<file path="src/rtl/uart_pkg.sv">
// Shared UART constants: byte width, default FIFO geometry, drop-counter
// width and a saturating increment helper used by the receive/transmit FIFOs.
package uart_pkg;

  localparam int UART_DATA_W       = 8;
  localparam int UART_FIFO_DEPTH   = 16;
  localparam int UART_FIFO_ADDR_W  = 4;
  localparam int UART_AFULL_THRESH = 12;
  localparam int UART_DROP_CNT_W   = 8;

  typedef logic [UART_DATA_W-1:0]     uart_byte_t;
  typedef logic [UART_DROP_CNT_W-1:0] uart_drop_cnt_t;

  // Increment that sticks at all-ones instead of wrapping back to zero.
  function automatic uart_drop_cnt_t sat_inc(input uart_drop_cnt_t v);
    if (v == {UART_DROP_CNT_W{1'b1}}) begin
      return v;
    end else begin
      return v + UART_DROP_CNT_W'(1);
    end
  endfunction

endpackage

</file>
<file path="src/rtl/uart_fifo_mem.sv">
// Storage array for the UART FIFOs: one synchronous write port and one
// asynchronous read port so the consumer sees the head byte with no delay.
module uart_fifo_mem #(
  parameter int DATA_W = 8,
  parameter int DEPTH  = 16,
  parameter int ADDR_W = 4
) (
  input  logic              clk,
  input  logic              we,
  input  logic [ADDR_W-1:0] waddr,
  input  logic [DATA_W-1:0] wdata,
  input  logic [ADDR_W-1:0] raddr,
  output logic [DATA_W-1:0] rdata
);

  logic [DATA_W-1:0] mem_r [DEPTH];

  // Write port: contents are intentionally not reset.
  always_ff @(posedge clk) begin
    if (we) begin
      mem_r[waddr] <= wdata;
    end
  end

  assign rdata = mem_r[raddr];

endmodule

</file>
<file path="src/rtl/uart_rx_fifo.sv">
// Receive-side byte buffer behind the UART receiver. Captures each rx_ready
// strobe, hands bytes out over valid/ready (first-word fall-through), and
// reports level, almost-full and a sticky overflow with a saturating drop count.
module uart_rx_fifo
  import uart_pkg::*;
#(
  parameter int DATA_W       = UART_DATA_W,
  parameter int DEPTH        = UART_FIFO_DEPTH,
  parameter int ADDR_W       = UART_FIFO_ADDR_W,
  parameter int AFULL_THRESH = UART_AFULL_THRESH
) (
  input  logic                       clk,
  input  logic                       rst,
  input  logic [DATA_W-1:0]          rx_data,
  input  logic                       rx_ready,
  output logic [DATA_W-1:0]          out_data,
  output logic                       out_valid,
  input  logic                       out_ready,
  output logic [ADDR_W:0]            level,
  output logic                       almost_full,
  output logic                       overflow,
  output logic [UART_DROP_CNT_W-1:0] drop_count,
  input  logic                       ovf_clr
);

  localparam logic [ADDR_W:0] LVL_FULL  = (ADDR_W+1)'(DEPTH);
  localparam logic [ADDR_W:0] LVL_AFULL = (ADDR_W+1)'(AFULL_THRESH);
  localparam logic [ADDR_W:0] LVL_ONE   = (ADDR_W+1)'(1);
  localparam logic [ADDR_W:0] LVL_ZERO  = (ADDR_W+1)'(0);

  logic [ADDR_W-1:0]          wr_ptr_r;
  logic [ADDR_W-1:0]          rd_ptr_r;
  logic [ADDR_W:0]            level_r;
  logic                       valid_r;
  logic                       afull_r;
  logic                       ovf_r;
  uart_drop_cnt_t             drop_cnt_r;

  logic                       full_s;
  logic                       pop_s;
  logic                       push_s;
  logic                       drop_s;
  logic [ADDR_W:0]            level_nxt_s;
  logic                       ovf_nxt_s;
  uart_drop_cnt_t             drop_cnt_nxt_s;

  // Handshake events: a full FIFO still accepts a byte when the head leaves
  // in the same cycle; only an unaccompanied strobe while full is dropped.
  always_comb begin
    full_s = (level_r == LVL_FULL);
    pop_s  = valid_r & out_ready;
    push_s = rx_ready & (~full_s | pop_s);
    drop_s = rx_ready & full_s & ~pop_s;
  end

  // Next occupancy: push and pop together leave the level unchanged.
  always_comb begin
    level_nxt_s = level_r;
    case ({push_s, pop_s})
      2'b10:   level_nxt_s = level_r + LVL_ONE;
      2'b01:   level_nxt_s = level_r - LVL_ONE;
      default: level_nxt_s = level_r;
    endcase
  end

  // Overflow bookkeeping: a drop always wins over a simultaneous clear so the
  // event is never lost; in that case the count restarts at one.
  always_comb begin
    ovf_nxt_s      = ovf_r;
    drop_cnt_nxt_s = drop_cnt_r;
    if (drop_s) begin
      ovf_nxt_s = 1'b1;
      if (ovf_clr) begin
        drop_cnt_nxt_s = UART_DROP_CNT_W'(1);
      end else begin
        drop_cnt_nxt_s = sat_inc(drop_cnt_r);
      end
    end else if (ovf_clr) begin
      ovf_nxt_s      = 1'b0;
      drop_cnt_nxt_s = '0;
    end else begin
      ovf_nxt_s      = ovf_r;
      drop_cnt_nxt_s = drop_cnt_r;
    end
  end

  // Pointer registers, wrapping naturally modulo the power-of-two depth.
  always_ff @(posedge clk or posedge rst) begin
    if (rst) begin
      wr_ptr_r <= '0;
      rd_ptr_r <= '0;
    end else begin
      if (push_s) begin
        wr_ptr_r <= wr_ptr_r + ADDR_W'(1);
      end
      if (pop_s) begin
        rd_ptr_r <= rd_ptr_r + ADDR_W'(1);
      end
    end
  end

  // Level and the flags derived from it, registered from the next level so
  // they change in the same cycle as the occupancy they describe.
  always_ff @(posedge clk or posedge rst) begin
    if (rst) begin
      level_r <= '0;
      valid_r <= 1'b0;
      afull_r <= 1'b0;
    end else begin
      level_r <= level_nxt_s;
      valid_r <= (level_nxt_s != LVL_ZERO);
      afull_r <= (level_nxt_s >= LVL_AFULL);
    end
  end

  // Sticky overflow flag and saturating drop counter.
  always_ff @(posedge clk or posedge rst) begin
    if (rst) begin
      ovf_r      <= 1'b0;
      drop_cnt_r <= '0;
    end else begin
      ovf_r      <= ovf_nxt_s;
      drop_cnt_r <= drop_cnt_nxt_s;
    end
  end

  uart_fifo_mem #(
    .DATA_W (DATA_W),
    .DEPTH  (DEPTH),
    .ADDR_W (ADDR_W)
  ) u_mem (
    .clk   (clk),
    .we    (push_s),
    .waddr (wr_ptr_r),
    .wdata (rx_data),
    .raddr (rd_ptr_r),
    .rdata (out_data)
  );

  assign out_valid   = valid_r;
  assign level       = level_r;
  assign almost_full = afull_r;
  assign overflow    = ovf_r;
  assign drop_count  = drop_cnt_r;

endmodule

</file>
<file path="config.mk">
export PLATFORM = sky130hd
export DESIGN_NAME = uart_rx_fifo
export DESIGN_NICKNAME = d
export VERILOG_FILES = /design/src/rtl/uart_pkg.sv /design/src/rtl/uart_fifo_mem.sv /design/src/rtl/uart_rx_fifo.sv
export SDC_FILE = /design/constraint.sdc
export NUM_CORES = 1
export LEC_CHECK = 0
export BUFFER_PORTS_ARGS = -buffer_cell sky130_fd_sc_hd__buf_2
export CORE_MARGIN = 2
export CORE_UTILIZATION = 45
export CTS_CLUSTER_SIZE = 20
export DETAILED_ROUTE_END_ITERATION = 8
export PLACE_DENSITY = 0.62
export SKIP_CTS_REPAIR_TIMING = 1
export SLEW_MARGIN = 20
export SYNTH_ARGS = -nofsm -noshare
export SYNTH_HDL_FRONTEND = slang
export SYNTH_SLANG_ARGS = --single-unit
export TNS_END_PERCENT = 1
</file>
<file path="constraint.sdc">
create_clock -name clk -period 3.3 [get_ports clk]
set_input_delay 0.66 -clock clk [delete_from_list [all_inputs] [get_ports clk]]
set_output_delay 0.66 -clock clk [all_outputs]
set_load 0.01 [all_outputs]
</file>
==> impl_metrics.toml <==
[clock_network]
htree_levels = 4
clk_path_buf_depth = 2
clkTransAtPathRegs_ps = 60
cts_sinks = 152
clk_latency_ps = 420
cts_root_buf = "clkbuf_16"
cts_tree = "built"
cts_made_buffers = 17

[yosys]
synth-compound-area-share_pct = 1.70
synth.distinct_cells = 40
syn_inst = 328
syn_area_per_cell_um2 = 19.5
synth_fa_ha_area_share_pct = 1.76
syn_nets = 350
synthSimpleGateAreaFrac_pct = 6.01
synthXorXnorAreaFrac_pct = 2.47
synthMuxAreaShare_pct = 16.1
synth_top_family_by_area = "multiplexers"
synth_edf_count = 128
yosysSeqAreaShare_pct = 69.6
async_flop_share_pct = 15.8
ys.flop_type = "edfxtp_1"
ys_seq_elements = 152
synthesis.area_um2 = 6390
yosys_warnings = 0

[power]
power_switching_mw = 1.76
peakVddDrop_v = 0.000345
p_leak_nw = 2.63
p_sw_share_pct = 27.7
power.density_nw_per_um2 = 861
p_int_mw = 4.60
pwr-share-seq_pct = 40.3
p_comb_share_pct = 25.9
pwr-share-clk_pct = 33.8

[global_route]
grt_pass1_vias = 3132
grt_antenna_before_repair = 1
track_usage_pct = 17.3
gr-total-overflow = 0
grt_start_max_net_pins = 36
grt_pass1_wl_mm = 18.2

[worst_setup_path]
crit_buf_inv = 2
cp.required_ps = 2640
cp-end-kind = "output port"
crit_slowest_cell = "mux4_1"
crit_path_max_fanout = 35
rr_worst_depth = 12
startpoint = "rd_ptr_r[0]$_DFFE_PP0P_"
crit_path_end = "out_data[1]"
cp_cell_sequence = "buf_12, mux4_1, mux4_2, buf_2"
reg2reg_to = "almost_full$_DFF_PP0_"
startpoint_type = "register"
reg2reg_slack_ps = 370
arrival_ps = 2360
crit_type = "register to output port"
crit_family = "multiplexers"
cp.depth = 4
reg2reg_from = "level[3]$_DFF_PP0_"
cp_slowest_stage_delay_ps = 630

[worst_hold_path]
min_path_type = "primary input to asynchronous set/reset pin"

[sta]
max_freq_mhz = 331
max_slew.worst_pin.slew_ps = 909
setup_violations = 0
post-route-period-util_pct = 91.5
hold_viol_final = 0
tns_ps = 0
rsz0062_at_grt = "false"
min_period_ps = 3020
slew_headroom_pct = 39.4
finClkSkew_ps = 10.6
slew_viol_final = 0

[drt]
wl_per_cell_um = 21.2
vias = 3101
drtIter0Drc = 189
totalWireLength_mm = 12.0
via_per_inst = 5.49
dr.pass1.iters = 7
drtAntennaViolNets = 0
drc = 0

[die]
fp.dieH_um = 123
core_um2 = 13900
die-area_um2 = 15200
io_pins = 37
die_w_um = 123
initial_core_util_pct = 46.0
rows = 43

[finish]
regArea_um2 = 4450
syn2layout_area_growth_pct = 15.6
nNetsFinal = 395
fillers = 1121
stdcell_area_um2 = 7390
finish.utilization_pct = 53.2
antenna_cells = 0
drive_gt1_share_pct = 23.4
multi_input_area_um2 = 1790

[placed_design]
io_buffers = 36
placed_area_um2 = 6730
dpl.hpwl_mm = 7.07
place.gp.congestion = 0.765

[run_status]
outcome = "finished clean"

[job]
cap_violations = 0
[worst reg2reg max path: cells and delay by family, from the launching register on]
family,cells,cell delay [ps]
buffers and inverters,1,120
and+or+nand+nor,4,1000
DFF,1,480
xor gates and xnor gates,2,350
AOI/OAI and AO/OA,3,450
adders and majority gates,2,410
[power groups by stage]
stage | clock, mW | sequential [mW] | combinational (mW)
floorplan | 0 | 2.50 | 1.30
global placement | 0 | 2.59 | 1.66
detailed placement | 0 | 2.61 | 1.67
CTS | 2.18 | 2.57 | 1.68
global route | 2.26 | 2.60 | 1.79
finish | 2.15 | 2.56 | 1.65
[routing by layer]
metal  track usage, %  vias to the layer above  part of all wire, %
met5                0                        -                 0.10
met4             5.54                        2                 0.92
met3             5.07                       10                  4.0
met2             26.2                       66                   49
met1             24.2                     1614                   46
li1                 -                     1409                    -
[Yosys cell counts (6+ instances only)]
library cell,instances,area (µm²)
nand2_1,9,33.8
edfxtp_1,128,3840
and2_1,17,106
mux4_1,28,736
dfrtp_1,24,601
ha_1,9,113
mux4_2,12,270
nor2_1,11,41.3
xnor2_1,16,140
inv_1,10,37.5
o21ai_0,6,30.0
a21oi_1,6,30.0
clkbuf_1,6,22.5
[how the worst min path moves through the flow]
stage	endpoint	slack, ps	cells after the start
6_report	almost_full$_DFF_PP0_	440	2
5_1_grt	level[4]$_DFF_PP0_	530	2
4_1_cts	almost_full$_DFF_PP0_	470	2
3_5_place_dp	overflow$_DFFE_PP0P_	530	2
3_3_place_gp	overflow$_DFFE_PP0P_	510	2
2_1_floorplan	wr_ptr_r[3]$_DFFE_PP0P_	490	1
[flip-flops by register name (all words and copies together) (netlist names)]
name         cells
u_mem.mem_r    128
drop_count       8
level            5
rd_ptr_r         4
wr_ptr_r         4
almost_full      1
out_valid        1
overflow         1
[through the flow]
stage	hold slack, ps	std cells	setup WS (ps)	total power [mW]
after floorplan	493	328	289	3.80
after global placement	511	533	358	4.25
after detailed placement	527	533	291	4.28
after CTS	468	564	241	6.42
after global routing	530	565	12.0	6.65
final	435	565	281	6.36
[layout by cell type (no fill, tap or decap), types with 2 or more instances in the layout]
cell,count
edfxtp_1,128
buf_2,36
mux4_1,28
dfrtp_1,23
and2_1,17
clkbuf_16,17
xnor2_1,16
mux4_2,12
nor2_1,11
inv_1,10
nand2_1,9
ha_1,9
o21ai_0,6
a21oi_1,6
bufinv_16,6
nor3_1,5
nor3b_1,4
buf_4,4
nand3_1,3
nand4_1,3
and3_1,2
mux2_2,2
xor2_1,2
inv_6,2
clkinvlp_4,2
clkbuf_1,2
[cell type report]
class / count / share of cell area (%)
clock inverters: 12 / 3.00
repair buffers: 41 / 3.12
flip-flops and latches: 152 / 60.2
well taps: 180 / 3.05
multi-input cells: 150 / 24.3
clock buffers: 19 / 5.86
inverters: 11 / 0.559
[kinds of logic after synthesis]
family	after synthesis
AO/OA/AOI/OAI	18
XOR/XNOR	18
adder cells (fa/ha/maj)	9
buffers and inverters	26
flip-flops	152
multiplexers	42
AND/OR/NAND/NOR	63
Power figures use the tool's default switching activity.
